File: src/rtl/pipeline_hazard_ctrl_if.sv
// Hazard controller bus: pipeline-side hazard sources in, stage enables/flushes out.
// master = pipeline datapath side, slave = hazard controller.
interface pipeline_hazard_ctrl_if;
    logic [4:0]  ID_rs;
    logic [4:0]  ID_rt;
    logic        ID_UseRs;
    logic        ID_UseRt;
    logic [4:0]  EXE_Dst;
    logic        EXE_ReadMem;
    logic        EXE_DivStart;
    logic        EXE_BranchTaken;
    logic        MEM_MemReq;
    logic        MEM_DataOk;
    logic        MEM_ExcValid;
    logic        IF_PCWr;
    logic        IF_IDWr;
    logic        ID_EXEWr;
    logic        EXE_MEMWr;
    logic        MEM_WBWr;
    logic        IFID_Flush;
    logic        IDEXE_Flush;
    logic        EXEMEM_Flush;
    logic        MEMWB_Flush;
    logic        EXE_DivBusy;
    logic        EXE_DivAbort;
    logic [31:0] StallCycles;

    modport master (
        output ID_rs, ID_rt, ID_UseRs, ID_UseRt, EXE_Dst, EXE_ReadMem, EXE_DivStart,
               EXE_BranchTaken, MEM_MemReq, MEM_DataOk, MEM_ExcValid,
        input  IF_PCWr, IF_IDWr, ID_EXEWr, EXE_MEMWr, MEM_WBWr, IFID_Flush, IDEXE_Flush,
               EXEMEM_Flush, MEMWB_Flush, EXE_DivBusy, EXE_DivAbort, StallCycles
    );

    modport slave (
        input  ID_rs, ID_rt, ID_UseRs, ID_UseRt, EXE_Dst, EXE_ReadMem, EXE_DivStart,
               EXE_BranchTaken, MEM_MemReq, MEM_DataOk, MEM_ExcValid,
        output IF_PCWr, IF_IDWr, ID_EXEWr, EXE_MEMWr, MEM_WBWr, IFID_Flush, IDEXE_Flush,
               EXEMEM_Flush, MEMWB_Flush, EXE_DivBusy, EXE_DivAbort, StallCycles
    );
endinterface

File: src/rtl/pipeline_hazard_ctrl.sv
// Central stall/flush sequencer for the 5-stage pipeline.
// Priority: exception > mem wait > divide > load-use > branch.
module pipeline_hazard_ctrl #(
    parameter int DIV_CYCLES = 32,
    parameter int CNT_W      = 6
) (
    input  logic                 clk,
    input  logic                 rst,
    pipeline_hazard_ctrl_if.slave hz
);
    typedef enum logic [1:0] {IDLE, DIV_BUSY, MEM_WAIT, EXC_FLUSH} state_t;

    localparam logic [CNT_W-1:0] CNT_LOAD = CNT_W'(DIV_CYCLES - 1);

    state_t           state, state_nxt, eff;
    logic [CNT_W-1:0] cnt, cnt_nxt;
    logic             div_ret, div_ret_nxt;   // a divide is parked behind a mem wait
    logic             load_use, mem_wait;

    assign mem_wait = hz.MEM_MemReq & ~hz.MEM_DataOk;
    assign load_use = hz.EXE_ReadMem & (hz.EXE_Dst != 5'd0) &
                      ((hz.ID_UseRs & (hz.ID_rs == hz.EXE_Dst)) |
                       (hz.ID_UseRt & (hz.ID_rt == hz.EXE_Dst)));

    // Next-state and stage control, highest-priority event first
    always_comb begin
        hz.IF_PCWr      = 1'b1;
        hz.IF_IDWr      = 1'b1;
        hz.ID_EXEWr     = 1'b1;
        hz.EXE_MEMWr    = 1'b1;
        hz.MEM_WBWr     = 1'b1;
        hz.IFID_Flush   = 1'b0;
        hz.IDEXE_Flush  = 1'b0;
        hz.EXEMEM_Flush = 1'b0;
        hz.MEMWB_Flush  = 1'b0;
        hz.EXE_DivBusy  = 1'b0;
        hz.EXE_DivAbort = 1'b0;
        state_nxt       = state;
        cnt_nxt         = cnt;
        div_ret_nxt     = div_ret;
        // Leaving MEM_WAIT resumes whatever was frozen underneath it
        eff = state;
        if (state == MEM_WAIT) eff = div_ret ? DIV_BUSY : IDLE;

        if (rst) begin
            hz.IF_PCWr   = 1'b0;
            hz.IF_IDWr   = 1'b0;
            hz.ID_EXEWr  = 1'b0;
            hz.EXE_MEMWr = 1'b0;
            hz.MEM_WBWr  = 1'b0;
            state_nxt    = IDLE;
            cnt_nxt      = '0;
            div_ret_nxt  = 1'b0;
        end else if (hz.MEM_ExcValid) begin
            // All Wr stay 1 so the PC loads the handler address
            hz.IFID_Flush   = 1'b1;
            hz.IDEXE_Flush  = 1'b1;
            hz.EXEMEM_Flush = 1'b1;
            state_nxt       = EXC_FLUSH;
            div_ret_nxt     = 1'b0;
            if (state == DIV_BUSY || div_ret) begin
                hz.EXE_DivAbort = 1'b1;
                cnt_nxt         = '0;
            end
        end else if (state == EXC_FLUSH) begin
            // Drop the fetch that was in flight when the handler PC loaded
            hz.IFID_Flush = 1'b1;
            state_nxt     = IDLE;
        end else if (mem_wait) begin
            // Freeze everything upstream of MEM; the divide countdown holds too
            hz.IF_PCWr     = 1'b0;
            hz.IF_IDWr     = 1'b0;
            hz.ID_EXEWr    = 1'b0;
            hz.EXE_MEMWr   = 1'b0;
            hz.MEMWB_Flush = 1'b1;
            state_nxt      = MEM_WAIT;
            if (eff == DIV_BUSY) begin
                hz.EXE_DivBusy = 1'b1;
                div_ret_nxt    = 1'b1;
            end
        end else if (eff == DIV_BUSY) begin
            hz.EXE_DivBusy = 1'b1;
            div_ret_nxt    = 1'b0;
            if (cnt != '0) begin
                hz.IF_PCWr      = 1'b0;
                hz.IF_IDWr      = 1'b0;
                hz.ID_EXEWr     = 1'b0;
                hz.EXEMEM_Flush = 1'b1;
                cnt_nxt         = cnt - CNT_W'(1);
                state_nxt       = DIV_BUSY;
            end else begin
                // Release cycle: divide result advances, EXE_DivStart here is the same instr
                state_nxt = IDLE;
            end
        end else begin
            state_nxt = IDLE;
            if (hz.EXE_DivStart) begin
                hz.IF_PCWr      = 1'b0;
                hz.IF_IDWr      = 1'b0;
                hz.ID_EXEWr     = 1'b0;
                hz.EXEMEM_Flush = 1'b1;
                hz.EXE_DivBusy  = 1'b1;
                cnt_nxt         = CNT_LOAD;
                state_nxt       = DIV_BUSY;
            end else if (load_use) begin
                hz.IF_PCWr     = 1'b0;
                hz.IF_IDWr     = 1'b0;
                hz.IDEXE_Flush = 1'b1;
            end else if (hz.EXE_BranchTaken) begin
                hz.IFID_Flush = 1'b1;
            end
        end
    end

    // State, divide countdown and saturating stall counter
    always_ff @(posedge clk or posedge rst) begin
        if (rst) begin
            state          <= IDLE;
            cnt            <= '0;
            div_ret        <= 1'b0;
            hz.StallCycles <= '0;
        end else begin
            state   <= state_nxt;
            cnt     <= cnt_nxt;
            div_ret <= div_ret_nxt;
            if (!hz.IF_PCWr && hz.StallCycles != 32'hFFFF_FFFF)
                hz.StallCycles <= hz.StallCycles + 32'd1;
        end
    end
endmodule

File: src/flat_wrapper.sv
// flat-port wrapper written by rule: the top's interface ports become plain ports
module pipeline_hazard_ctrl_flat 
#(
    parameter int DIV_CYCLES = 32,
    parameter int CNT_W      = 6
)
  (clk, rst, hz_ID_rs, hz_ID_rt, hz_ID_UseRs, hz_ID_UseRt, hz_EXE_Dst, hz_EXE_ReadMem, hz_EXE_DivStart, hz_EXE_BranchTaken, hz_MEM_MemReq, hz_MEM_DataOk, hz_MEM_ExcValid, hz_IF_PCWr, hz_IF_IDWr, hz_ID_EXEWr, hz_EXE_MEMWr, hz_MEM_WBWr, hz_IFID_Flush, hz_IDEXE_Flush, hz_EXEMEM_Flush, hz_MEMWB_Flush, hz_EXE_DivBusy, hz_EXE_DivAbort, hz_StallCycles);
  pipeline_hazard_ctrl_if hz_i ();
  input  logic clk;
  input  logic rst;
  input wire logic [$bits(hz_i.ID_rs)-1:0] hz_ID_rs;
  input wire logic [$bits(hz_i.ID_rt)-1:0] hz_ID_rt;
  input wire logic [$bits(hz_i.ID_UseRs)-1:0] hz_ID_UseRs;
  input wire logic [$bits(hz_i.ID_UseRt)-1:0] hz_ID_UseRt;
  input wire logic [$bits(hz_i.EXE_Dst)-1:0] hz_EXE_Dst;
  input wire logic [$bits(hz_i.EXE_ReadMem)-1:0] hz_EXE_ReadMem;
  input wire logic [$bits(hz_i.EXE_DivStart)-1:0] hz_EXE_DivStart;
  input wire logic [$bits(hz_i.EXE_BranchTaken)-1:0] hz_EXE_BranchTaken;
  input wire logic [$bits(hz_i.MEM_MemReq)-1:0] hz_MEM_MemReq;
  input wire logic [$bits(hz_i.MEM_DataOk)-1:0] hz_MEM_DataOk;
  input wire logic [$bits(hz_i.MEM_ExcValid)-1:0] hz_MEM_ExcValid;
  output wire logic [$bits(hz_i.IF_PCWr)-1:0] hz_IF_PCWr;
  output wire logic [$bits(hz_i.IF_IDWr)-1:0] hz_IF_IDWr;
  output wire logic [$bits(hz_i.ID_EXEWr)-1:0] hz_ID_EXEWr;
  output wire logic [$bits(hz_i.EXE_MEMWr)-1:0] hz_EXE_MEMWr;
  output wire logic [$bits(hz_i.MEM_WBWr)-1:0] hz_MEM_WBWr;
  output wire logic [$bits(hz_i.IFID_Flush)-1:0] hz_IFID_Flush;
  output wire logic [$bits(hz_i.IDEXE_Flush)-1:0] hz_IDEXE_Flush;
  output wire logic [$bits(hz_i.EXEMEM_Flush)-1:0] hz_EXEMEM_Flush;
  output wire logic [$bits(hz_i.MEMWB_Flush)-1:0] hz_MEMWB_Flush;
  output wire logic [$bits(hz_i.EXE_DivBusy)-1:0] hz_EXE_DivBusy;
  output wire logic [$bits(hz_i.EXE_DivAbort)-1:0] hz_EXE_DivAbort;
  output wire logic [$bits(hz_i.StallCycles)-1:0] hz_StallCycles;
  assign hz_i.ID_rs = hz_ID_rs;
  assign hz_i.ID_rt = hz_ID_rt;
  assign hz_i.ID_UseRs = hz_ID_UseRs;
  assign hz_i.ID_UseRt = hz_ID_UseRt;
  assign hz_i.EXE_Dst = hz_EXE_Dst;
  assign hz_i.EXE_ReadMem = hz_EXE_ReadMem;
  assign hz_i.EXE_DivStart = hz_EXE_DivStart;
  assign hz_i.EXE_BranchTaken = hz_EXE_BranchTaken;
  assign hz_i.MEM_MemReq = hz_MEM_MemReq;
  assign hz_i.MEM_DataOk = hz_MEM_DataOk;
  assign hz_i.MEM_ExcValid = hz_MEM_ExcValid;
  assign hz_IF_PCWr = hz_i.IF_PCWr;
  assign hz_IF_IDWr = hz_i.IF_IDWr;
  assign hz_ID_EXEWr = hz_i.ID_EXEWr;
  assign hz_EXE_MEMWr = hz_i.EXE_MEMWr;
  assign hz_MEM_WBWr = hz_i.MEM_WBWr;
  assign hz_IFID_Flush = hz_i.IFID_Flush;
  assign hz_IDEXE_Flush = hz_i.IDEXE_Flush;
  assign hz_EXEMEM_Flush = hz_i.EXEMEM_Flush;
  assign hz_MEMWB_Flush = hz_i.MEMWB_Flush;
  assign hz_EXE_DivBusy = hz_i.EXE_DivBusy;
  assign hz_EXE_DivAbort = hz_i.EXE_DivAbort;
  assign hz_StallCycles = hz_i.StallCycles;
  pipeline_hazard_ctrl #(.DIV_CYCLES(DIV_CYCLES), .CNT_W(CNT_W)) u_core (.clk(clk), .rst(rst), .hz(hz_i));
endmodule
File: config.mk
export PLATFORM = sky130hd
export DESIGN_NAME = pipeline_hazard_ctrl_flat
export DESIGN_NICKNAME = d
export VERILOG_FILES = /design/src/rtl/pipeline_hazard_ctrl_if.sv /design/src/rtl/pipeline_hazard_ctrl.sv /design/src/flat_wrapper.sv
export SDC_FILE = /design/constraint.sdc
export NUM_CORES = 1
export LEC_CHECK = 0
export BUFFER_PORTS_ARGS = -buffer_cell sky130_fd_sc_hd__buf_2
export CAP_MARGIN = 20
export CORE_MARGIN = 5
export CORE_UTILIZATION = 56
export CTS_BUF_LIST = sky130_fd_sc_hd__clkbuf_8 sky130_fd_sc_hd__clkbuf_16
export CTS_CLUSTER_DIAMETER = 60
export DETAILED_ROUTE_END_ITERATION = 6
export PLACE_DENSITY = 0.85
export SETUP_SLACK_MARGIN = 0.5
export SKIP_CTS_REPAIR_TIMING = 1
export SYNTH_ARGS = -nofsm -noshare
export SYNTH_HDL_FRONTEND = slang
export SYNTH_SLANG_ARGS = --single-unit
File: constraint.sdc
create_clock -name clk -period 4.96 [get_ports clk]
set_clock_uncertainty 0.2 [all_clocks]
set_input_delay 0.248 -clock clk [delete_from_list [all_inputs] [get_ports clk]]
set_output_delay 0.248 -clock clk [all_outputs]
set_load 0.05 [all_outputs]
==> impl_results.md, run 1 <==
- I/O Pins: 68
- Synth Warn #: 0
- Routed WL: 5520 um
- RSZ-0062 raised after global routing: false
- Reg2reg end: u_core.hz.StallCycles[1]
- Fill cell count: 341
- Iteration-0 DRC Markers: 186
- DRC Markers: 0
- Rows: 23
- Total vias in the final route: 2094
- CP max FO: 5
- Critical path's slowest cell: dfrtp_1
- Largest net degree at the start of global routing: 46
- Reg clk slew, reported paths: 0.08 ns
- # H-tree levels: 2
- Worst setup EP type: output port
- Final Power: 1.02 mW
- Antenna-violating nets left: 0
- Max-cap viol count: 0
- Clock root buffer: clkbuf_8
- Core area: 4030 um2
- WL/cell: 15.2 um
- Cell count after placement: 354
- Area Growth Syn to Fin: 20.2%
- Crit path buffers/inverters: 2
- CP required: 4.51 ns
- Die Ht: 74.7 um
- Avg Synthesized Cell Area: 9.64 um2
- Tightest Pin Transition: 0.870 ns
- Peak Freq: 321 MHz
- Share of post-route cells with drive strength above 1: 27.9%
- Ys async rst share: 100%
- CP top delay family: simple AND/OR/NAND/NOR gates
- Most used DFF post-synth: dfrtp_1
- I/O Buffers: 67
- # diodes: 0
- Fin nets: 338
- Clock period minus worst slack: 3.12 ns
- Fin. max-slew vios: 0
- First-pass GRT wire length: 9090 um
- Pwr/cell area: 362 nW/um2
- Grt ovf: 0
- Synth cell types: 47
- CTS max path bufs: 2
- Vias in the first global route: 1997
- M1 GR Usage: 26.1%
- Final GP Congestion: 0.967
- Setup tns final: 0 ns
- Die Width: 74.7 um
- Critical path origin: u_core.cnt[0]
- Syn Std Cell Area: 2340 um2
- Synth top area share: 43.8%
- Die area: 5580 um2
- Startpoint types: flop
- Sequential area share after synthesis: 43.8%
- Relative slew slack: 41.5%
- Initial Util: 58.1%
- Synth area leaders: dfrtp_1, xnor2_1, nand2_1
- Fin Hold WS: 0.00451 ns
- Critical path destination: hz_EXEMEM_Flush
- Crit path largest cell delay: 0.42 ns
- Gate Count Post-Synth: 243
- Non-Filler Instances: 362
- HPWL Detailed: 4090 um
- Number of CTS-inserted buffers: 5
- TritonCTS clock tree: yes
- Initial antenna violation count: 0
- Worst hold path class: in2async
- WP data arrival: 2.67 ns
- Maximum VDD drop: 0.000414 V
- R2R depth: 8
- 1st-pass router iterations: 4
- FF-to-FF setup slack: 2.14 ns
- Levels on crit path: 8
- #FFs+latches synth: 41
- Hold Fails Final Rpt: 0
- GR Util All Layers: 21.4%
- Period utilization: 62.8%
- RR Startpoint: u_core.cnt[0]
- Met2 GRT Util: 35.4%
- Syn_nets: 270
- Final core occ: 69.9%
- Met3 Use GR: 5.47%
- EDFF count, synth: 0
- GRT busiest layer: met2
- Status: finished clean
- Sink Count: 41
- Synth area leader: dfrtp_1
- Clk Latency, worst-skew pair: 0.29 ns
- Critical path type: reg2out
- Post-DR vias/cell: 5.78
- Final setup fails: 0
- Worst-path cell chain: inv_1, ha_1, or3b_1, or3_1, o211ai_1, and2b_1, nor2_1, buf_2
- Leakage: 1.28 nW
[stage by stage]
step,instance area [um2],setup WS [ns]
3_3_place_gp,2700,2.29
5_1_grt,2820,1.71
2_1_floorplan,2340,1.87
6_report,2820,1.84
3_5_place_dp,2700,2.19
4_1_cts,2820,1.88
[logic make-up (layout without fill, tap and decap cells)]
group | after synthesis | in the layout | synth area share (%)
compound gates | 34 | 34 | 9.88
mux | 2 | 2 | 0.908
buf+inv | 16 | 85 | 3.47
xor+xnor | 41 | 41 | 15.7
simple gates | 107 | 107 | 25.2
flops | 41 | 41 | 43.8
fa+ha+maj | 2 | 2 | 1.07
[power breakdown]
| group | total, mW | internal, mW | switching [mW] |
|---|---|---|---|
| clock network | 0.277 | 0.162 | 0.115 |
| logic | 0.318 | 0.0932 | 0.225 |
| registers | 0.423 | 0.371 | 0.0519 |
[layout make-up]
class	instances	area, um2	area share [%]
Tap cell	50	62.6	2.22
Sequential cell	41	1030	36.4
Inverter	9	33.8	1.20
Clock inverter	2	33.8	1.20
Timing Repair Buffer	68	343	12.2
Clock buffer	6	82.6	2.93
Multi-Input combinational cell	186	1230	43.8
[layout by cell type, fill, tap and decap left out, drive strengths merged, types with 2 or more instances in the layout]
cell type,Yosys,routed
and2,2,2
o21ai,9,9
nand2b,3,3
or3,4,4
nor2b,2,2
nand3,13,13
o21a,2,2
a21oi,12,12
or4,2,2
clkbuf,2,6
nor3,10,10
and3,4,4
or3b,2,2
nor4,5,5
nor2,15,15
xor2,5,5
a311oi,2,2
nand2,24,24
a211oi,2,2
dfrtp,41,41
ha,2,2
inv,9,10
xnor2,36,36
and4,5,5
a31oi,2,2
nand4,14,14
buf,5,68
[routing by layer]
layer	part of all wire [%]	vias up
li1	-	1001
met4	2.8	0
met2	51	68
met5	0	-
met1	40	1012
met3	6.3	13
[registers in the layout (all words and copies together), names as in the netlist]
signal,count
u_core.state,2
u_core.div_ret,1
u_core.cnt,6
u_core.hz.StallCycles,32
[worst min path at each step]
stage | start | endpoint | slack (ns) | depth (start not counted)
floorplan | u_core.cnt[3] | u_core.cnt[3] | 0.27 | 1
global placement | u_core.hz.StallCycles[16] | u_core.hz.StallCycles[16] | 0.27 | 1
CTS | rst | u_core.state[1] | 0.03 | 3
global route | rst | u_core.state[1] | 0.05 | 3
finish | rst | u_core.state[1] | 0.005 | 3
detailed placement | u_core.hz.StallCycles[19] | u_core.hz.StallCycles[19] | 0.28 | 1
[cell usage after synthesis, types with 2 or more instances]
master / count
xor2_1: 5
clkbuf_1: 2
xnor2_1: 35
and3_1: 4
a311oi_1: 2
and4_1: 5
nand2_1: 24
buf_2: 2
nand2b_1: 2
inv_1: 9
nand4_1: 14
nor4_1: 3
buf_6: 2
dfrtp_1: 41
o21ai_2: 2
or3_1: 3
a21oi_1: 11
nand3_1: 13
ha_1: 2
o21ai_0: 7
nor2_1: 15
a211oi_1: 2
a31oi_1: 2
or4_1: 2
nor3_1: 10
nor2b_1: 2
nor4_2: 2
[worst min-delay path: stages]
cell and delay [ns]:
buf_2 0.18, inv_1 0.08, buf_4 0.45
No activity file was read; power rests on OpenSTA's default activity.
==> run 2: changes to the inputs <==
- CORE_UTILIZATION: 56 -> 52
- PLACE_DENSITY: 0.85 -> 0.8
- clock period: 4.96 -> 3 ns (I/O delays scaled with it)
==> impl_results.md, run 2 (same netlist as run 1, synthesis figures left out) <==
- Initial antenna violation count: 0
- Largest regs: u_core.hz.StallCycles x32, u_core.cnt x6, u_core.state x2
- Max reg flops: 32
- Pwr/cell area: 565 nW/um2
- Clock root buffer: clkbuf_8
- Routed WL: 5870 um
- DRC Markers: 0
- Hold Startpoint: rst
- Most common cell after layout, fill and taps aside: buf_2
- Core area: 4350 um2
- HPWL Detailed: 4030 um
- Fin. max-slew vios: 0
- Rows: 24
- Fin Hold WS: -0.00163 ns
- 1st-pass router iterations: 4
- Post-DR vias/cell: 5.70
- Reg clk slew, reported paths: 0.08 ns
- GR Util All Layers: 18.5%
- TritonCTS clock tree: yes
- # diodes: 0
- Die area: 5950 um2
- CTS max path bufs: 2
- Final GP Congestion: 0.857
- Peak Freq: 352 MHz
- Status: finished with violations
- Failing checks: negative hold slack
- Relative slew slack: 68.1%
- Hold path cells: 2
- Initial Util: 53.8%
- Clk pwr share: 26.4%
- Number of CTS-inserted buffers: 5
- Worst hold path class: in2reg
- Fin nets: 358
- I/O Buffers: 67
- Crit path largest cell delay: 0.41 ns
- Share of post-route cells with drive strength above 1: 37.0%
- Reg2reg end: u_core.hz.StallCycles[3]
- Critical path type: reg2out
- R2R depth: 11
- Critical path origin: u_core.cnt[0]
- Critical path's slowest cell: dfrtp_1
- WL/cell: 15.3 um
- Startpoint types: flop
- WP data arrival: 2.49 ns
- Tightest Pin Transition: 0.479 ns
- Leakage: 1.39 nW
- Die Ht: 77.1 um
- Iteration-0 DRC Markers: 193
- Area Growth Syn to Fin: 32.6%
- Hold Fails Final Rpt: 1
- Vias in the first global route: 2006
- Part of the power in registers: 40.2%
- FF-to-FF setup slack: 0.29 ns
- Worst setup EP type: output port
- Clk Latency, worst-skew pair: 0.30 ns
- Max-cap viol count: 0
- Worst-path cell chain: inv_2, ha_4, or3b_4, or3_4, o211ai_1, and2b_1, nor2_1, buf_6
- Comb pwr share: 33.4%
- Switch share: 38.1%
- # H-tree levels: 2
- Largest net degree at the start of global routing: 28
- Switch Pwr: 668 uW
- Hold Path Sink: u_core.state[1]
- Total vias in the final route: 2188
- Die Width: 77.1 um
- Setup tns final: 0 ns
- CP required: 2.65 ns
- I/O Pins: 68
- Leading cell types in the layout, fill and taps excluded: buf_2, dfrtp_1, xnor2_1
- Antenna-violating nets left: 0
- Largest Register: u_core.hz.StallCycles
- First-pass GRT wire length: 9100 um
- Final setup fails: 0
- Clock period minus worst slack: 2.84 ns
- RSZ-0062 raised after global routing: true
- Maximum VDD drop: 0.000653 V
- Period utilization: 94.7%
- CP max FO: 4
- P_int: 1.09 mW
- RR Startpoint: u_core.cnt[0]
- Sink Count: 41
- Grt ovf: 0
==> run 2: cell count changes in the layout (fill, tap and decap cells not counted), moves of 3 or more <==
cell     previous run  this run
a21oi_2             0         3
a21oi_1            11         8
buf_8               0         3
nand2_1            24        21
nand2_2             0         3
buf_4               1        16
buf_2              67        63
inv_1              10         7
==> run 2: worst max-delay path by stage <==
stage	to	slack (ns)
floorplan	u_core.hz.StallCycles[31]	0.39
global placement	u_core.hz.StallCycles[1]	0.31
detailed placement	u_core.hz.StallCycles[3]	0.24
CTS	hz_EXEMEM_Flush	0.12
global route	hz_EXEMEM_Flush	0.05
finish	hz_EXEMEM_Flush	0.16
==> run 2: power groups by stage <==
stage / Sequential (mW) / Clock [mW] / Combinational, mW
final: 0.706 / 0.462 / 0.587
after global routing: 0.715 / 0.497 / 0.626
after CTS: 0.703 / 0.467 / 0.535
after detailed placement: 0.711 / 0 / 0.535
after global placement: 0.709 / 0 / 0.526
after floorplan: 0.871 / 0 / 0.246
==> run 2: per-layer routing <==
layer  global-route usage (%)  share of wire, %  wire length (um)  vias to the layer above
li1                         -                 -                 -                     1044
met1                     22.9                42              2470                     1053
met4                     7.04               1.1                65                        0
met3                     5.04               8.7               509                        8
met2                     30.6                48              2820                       83
met5                        0                 0                 0                        -
==> run 2: metrics by stage <==
step	std cells	setup slack [ns]	instance area (um2)	power, mW	utilization [%]
after floorplan	243	0.393	2390	1.12	-
after global placement	360	0.313	2770	1.24	63.5
after detailed placement	360	0.243	2770	1.25	63.5
after CTS	368	0.121	2890	1.71	66.3
after global routing	384	0.0521	3110	1.84	71.4
final	384	0.160	3110	1.75	71.4
==> run 2: final cells by class <==
| class | count | area, um2 |
|---|---|---|
| fill | 338 | 1250 |
| timing repair buffer | 86 | 532 |
| sequential | 41 | 1030 |
| multi-input combinational | 188 | 1330 |
| clock inverter | 2 | 37.5 |
| tap | 52 | 65.1 |
| inverter | 9 | 33.8 |
| clock buffer | 6 | 82.6 |
==> run 2: worst max-delay path: cells and delay by family, from the launching register on <==
family                   cells  cell delay (ns)
buffers and inverters        2             0.26
adder cells (fa/ha/maj)      1             0.15
flip-flops                   1             0.41
AND/OR/NAND/NOR              4             1.00
AO/OA/AOI/OAI                1             0.37
==> run 3: changes to the inputs <==
--- a/config.mk
+++ b/config.mk
@@ -8,5 +8,5 @@
 export BUFFER_PORTS_ARGS = -buffer_cell sky130_fd_sc_hd__buf_2
 export CAP_MARGIN = 20
-export CORE_MARGIN = 5
+export CORE_MARGIN = 2
 export CORE_UTILIZATION = 52
 export CTS_BUF_LIST = sky130_fd_sc_hd__clkbuf_8 sky130_fd_sc_hd__clkbuf_16
==> constraint.sdc (replaced) <==
create_clock -name clk -period 3 [get_ports clk]
set_clock_uncertainty 0.2 [all_clocks]
set_input_delay 0.15 -clock clk [delete_from_list [all_inputs] [get_ports clk]]
set_output_delay 0.15 -clock clk [all_outputs]
set_load 0.01 [all_outputs]
==> impl_results.md, run 3 (same netlist as run 1, synthesis figures left out) <==
- Status: finished with violations
- Failing checks: negative hold slack
- Fin nets: 358
- Startpoint types: flop
- TritonCTS clock tree: yes
- # H-tree levels: 2
- Switch Pwr: 484 uW
- RSZ-0062 raised after global routing: true
- Core area: 4350 um2
- CP required: 2.65 ns
- Share of post-route cells with drive strength above 1: 36.3%
- Fin. max-slew vios: 0
- Fin Hold WS: -0.0121 ns
- Rows: 24
- Part of the power in registers: 47.4%
- Comb pwr share: 28.1%
- GR Util All Layers: 22.2%
- P_int: 1.00 mW
- Post-Layout Inst Area: 3000 um2
- CP max FO: 7
- First-pass GRT wire length: 8910 um
- Tightest Pin Transition: 0.704 ns
- Fill cell count: 330
- Area Growth Syn to Fin: 28.3%
- Grt ovf: 0
- Clock period minus worst slack: 2.77 ns
- Iteration-0 DRC Markers: 182
- Switch share: 32.6%
- Dpl cell area: 2740 um2
- Final GP Congestion: 0.801
- Initial antenna violation count: 0
- 1st-pass router iterations: 4
- Max-cap viol count: 0
- Worst hold path class: in2reg
- Number of CTS-inserted buffers: 5
- Pwr/cell area: 494 nW/um2
- Hold Fails Final Rpt: 3
- Clk Latency, worst-skew pair: 0.30 ns
- Clk pwr share: 24.5%
- Peak Freq: 361 MHz
- Largest Register: u_core.hz.StallCycles
- Critical path type: reg2out
- Initial Util: 53.8%
- DRC Markers: 0
- Setup tns final: 0 ns
- Reg clk slew, reported paths: 0.07 ns
- Routed WL: 5740 um
- # diodes: 0
- Antenna-violating nets left: 0
- Flip-flop and latch area: 1030 um2
- Die area: 5060 um2
- I/O Pins: 68
- Multi-input logic area: 1290 um2
- Total vias in the final route: 2153
- Period utilization: 92.2%
- Die Ht: 71.1 um
- Worst setup EP type: output port
- Most common cell after layout, fill and taps aside: buf_2
- Sink Count: 41
- Post-DR vias/cell: 5.62
- CTS max path bufs: 2
- Maximum VDD drop: 0.000484 V
- Leading cell types in the layout, fill and taps excluded: buf_2, dfrtp_1, xnor2_1
- Max reg flops: 32
- Largest regs: u_core.hz.StallCycles x32, u_core.cnt x6, u_core.state x2
- Largest net degree at the start of global routing: 27
- I/O Buffers: 67
- Relative slew slack: 53.0%
- HPWL Detailed: 3900 um
- Final setup fails: 0
- Clock root buffer: clkbuf_8
- Leakage: 1.37 nW
- WP data arrival: 2.42 ns
- Die Width: 71.1 um
- WL/cell: 15.0 um
- Vias in the first global route: 2001
[run 3: cell types whose count changed in the layout (fill, tap and decap cells not counted), moves of 2 or more]
| cell | delta |
|---|---|
| buf_4 | +2 |
| nand2_2 | -3 |
| inv_1 | +2 |
| buf_2 | +4 |
| a21oi_4 | -2 |
| nand2_1 | +3 |
| nor2_1 | -2 |
| buf_8 | -3 |
[run 3: power by group through the flow]
stage | registers (mW) | clock network [mW] | logic, mW
after floorplan | 0.716 | 0 | 0.201
after global placement | 0.704 | 0 | 0.330
after detailed placement | 0.709 | 0 | 0.338
after CTS | 0.701 | 0.371 | 0.339
after global routing | 0.715 | 0.389 | 0.458
final | 0.704 | 0.364 | 0.417
[run 3: final timing paths]
kind / depth (start not counted) / slack, ns / to / from
hold / removal: 2 / -0.01 / u_core.cnt[0] / rst
setup reg to reg: 12 / 0.30 / u_core.cnt[2] / u_core.cnt[0]
setup / recovery: 8 / 0.23 / hz_IF_PCWr / u_core.cnt[0]
hold reg to reg: 1 / 0.29 / u_core.hz.StallCycles[27] / u_core.hz.StallCycles[27]
min in group asynchronous: 3 / 0.44 / u_core.state[0] / rst
max in group asynchronous: 4 / 1.34 / u_core.hz.StallCycles[0] / rst
[run 3: area by class of cell]
class,count,area share [%]
Multi-Input combinational cell,186,42.9
Sequential cell,41,34.2
Timing Repair Buffer,88,16.7
Clock buffer,6,2.75
Tap cell,52,2.17
Inverter,9,1.12
Clock inverter,1,0.125
[run 3: critical path, cell delays in order (launching register included)]
cell and delay, ns:
dfrtp_1 0.43, inv_2 0.11, ha_4 0.13, or3b_4 0.38, or3_4 0.35, o21ai_2 0.17
o21a_2 0.19, and2_4 0.20, buf_2 0.16
[run 3: metal layers]
layer | track usage, % | up-vias | share of wire [%]
met2 | 37.3 | 75 | 51
met4 | 11.3 | 0 | 2.5
li1 | - | 1035 | -
met1 | 26.7 | 1028 | 41
met5 | 0 | - | 0
met3 | 5.27 | 15 | 5.4
[run 3: metrics by stage]
step	std cells	hold WS, ns	setup WS, ns	power, mW	util, %
finish	383	-0.0121	0.233	1.49	69.0
global route	383	0.00597	0.160	1.56	69.0
CTS	368	-0.116	0.109	1.41	64.9
detailed placement	361	0.216	0.365	1.05	63.0
global placement	361	0.210	0.465	1.03	63.0
floorplan	243	0.152	0.516	0.917	-
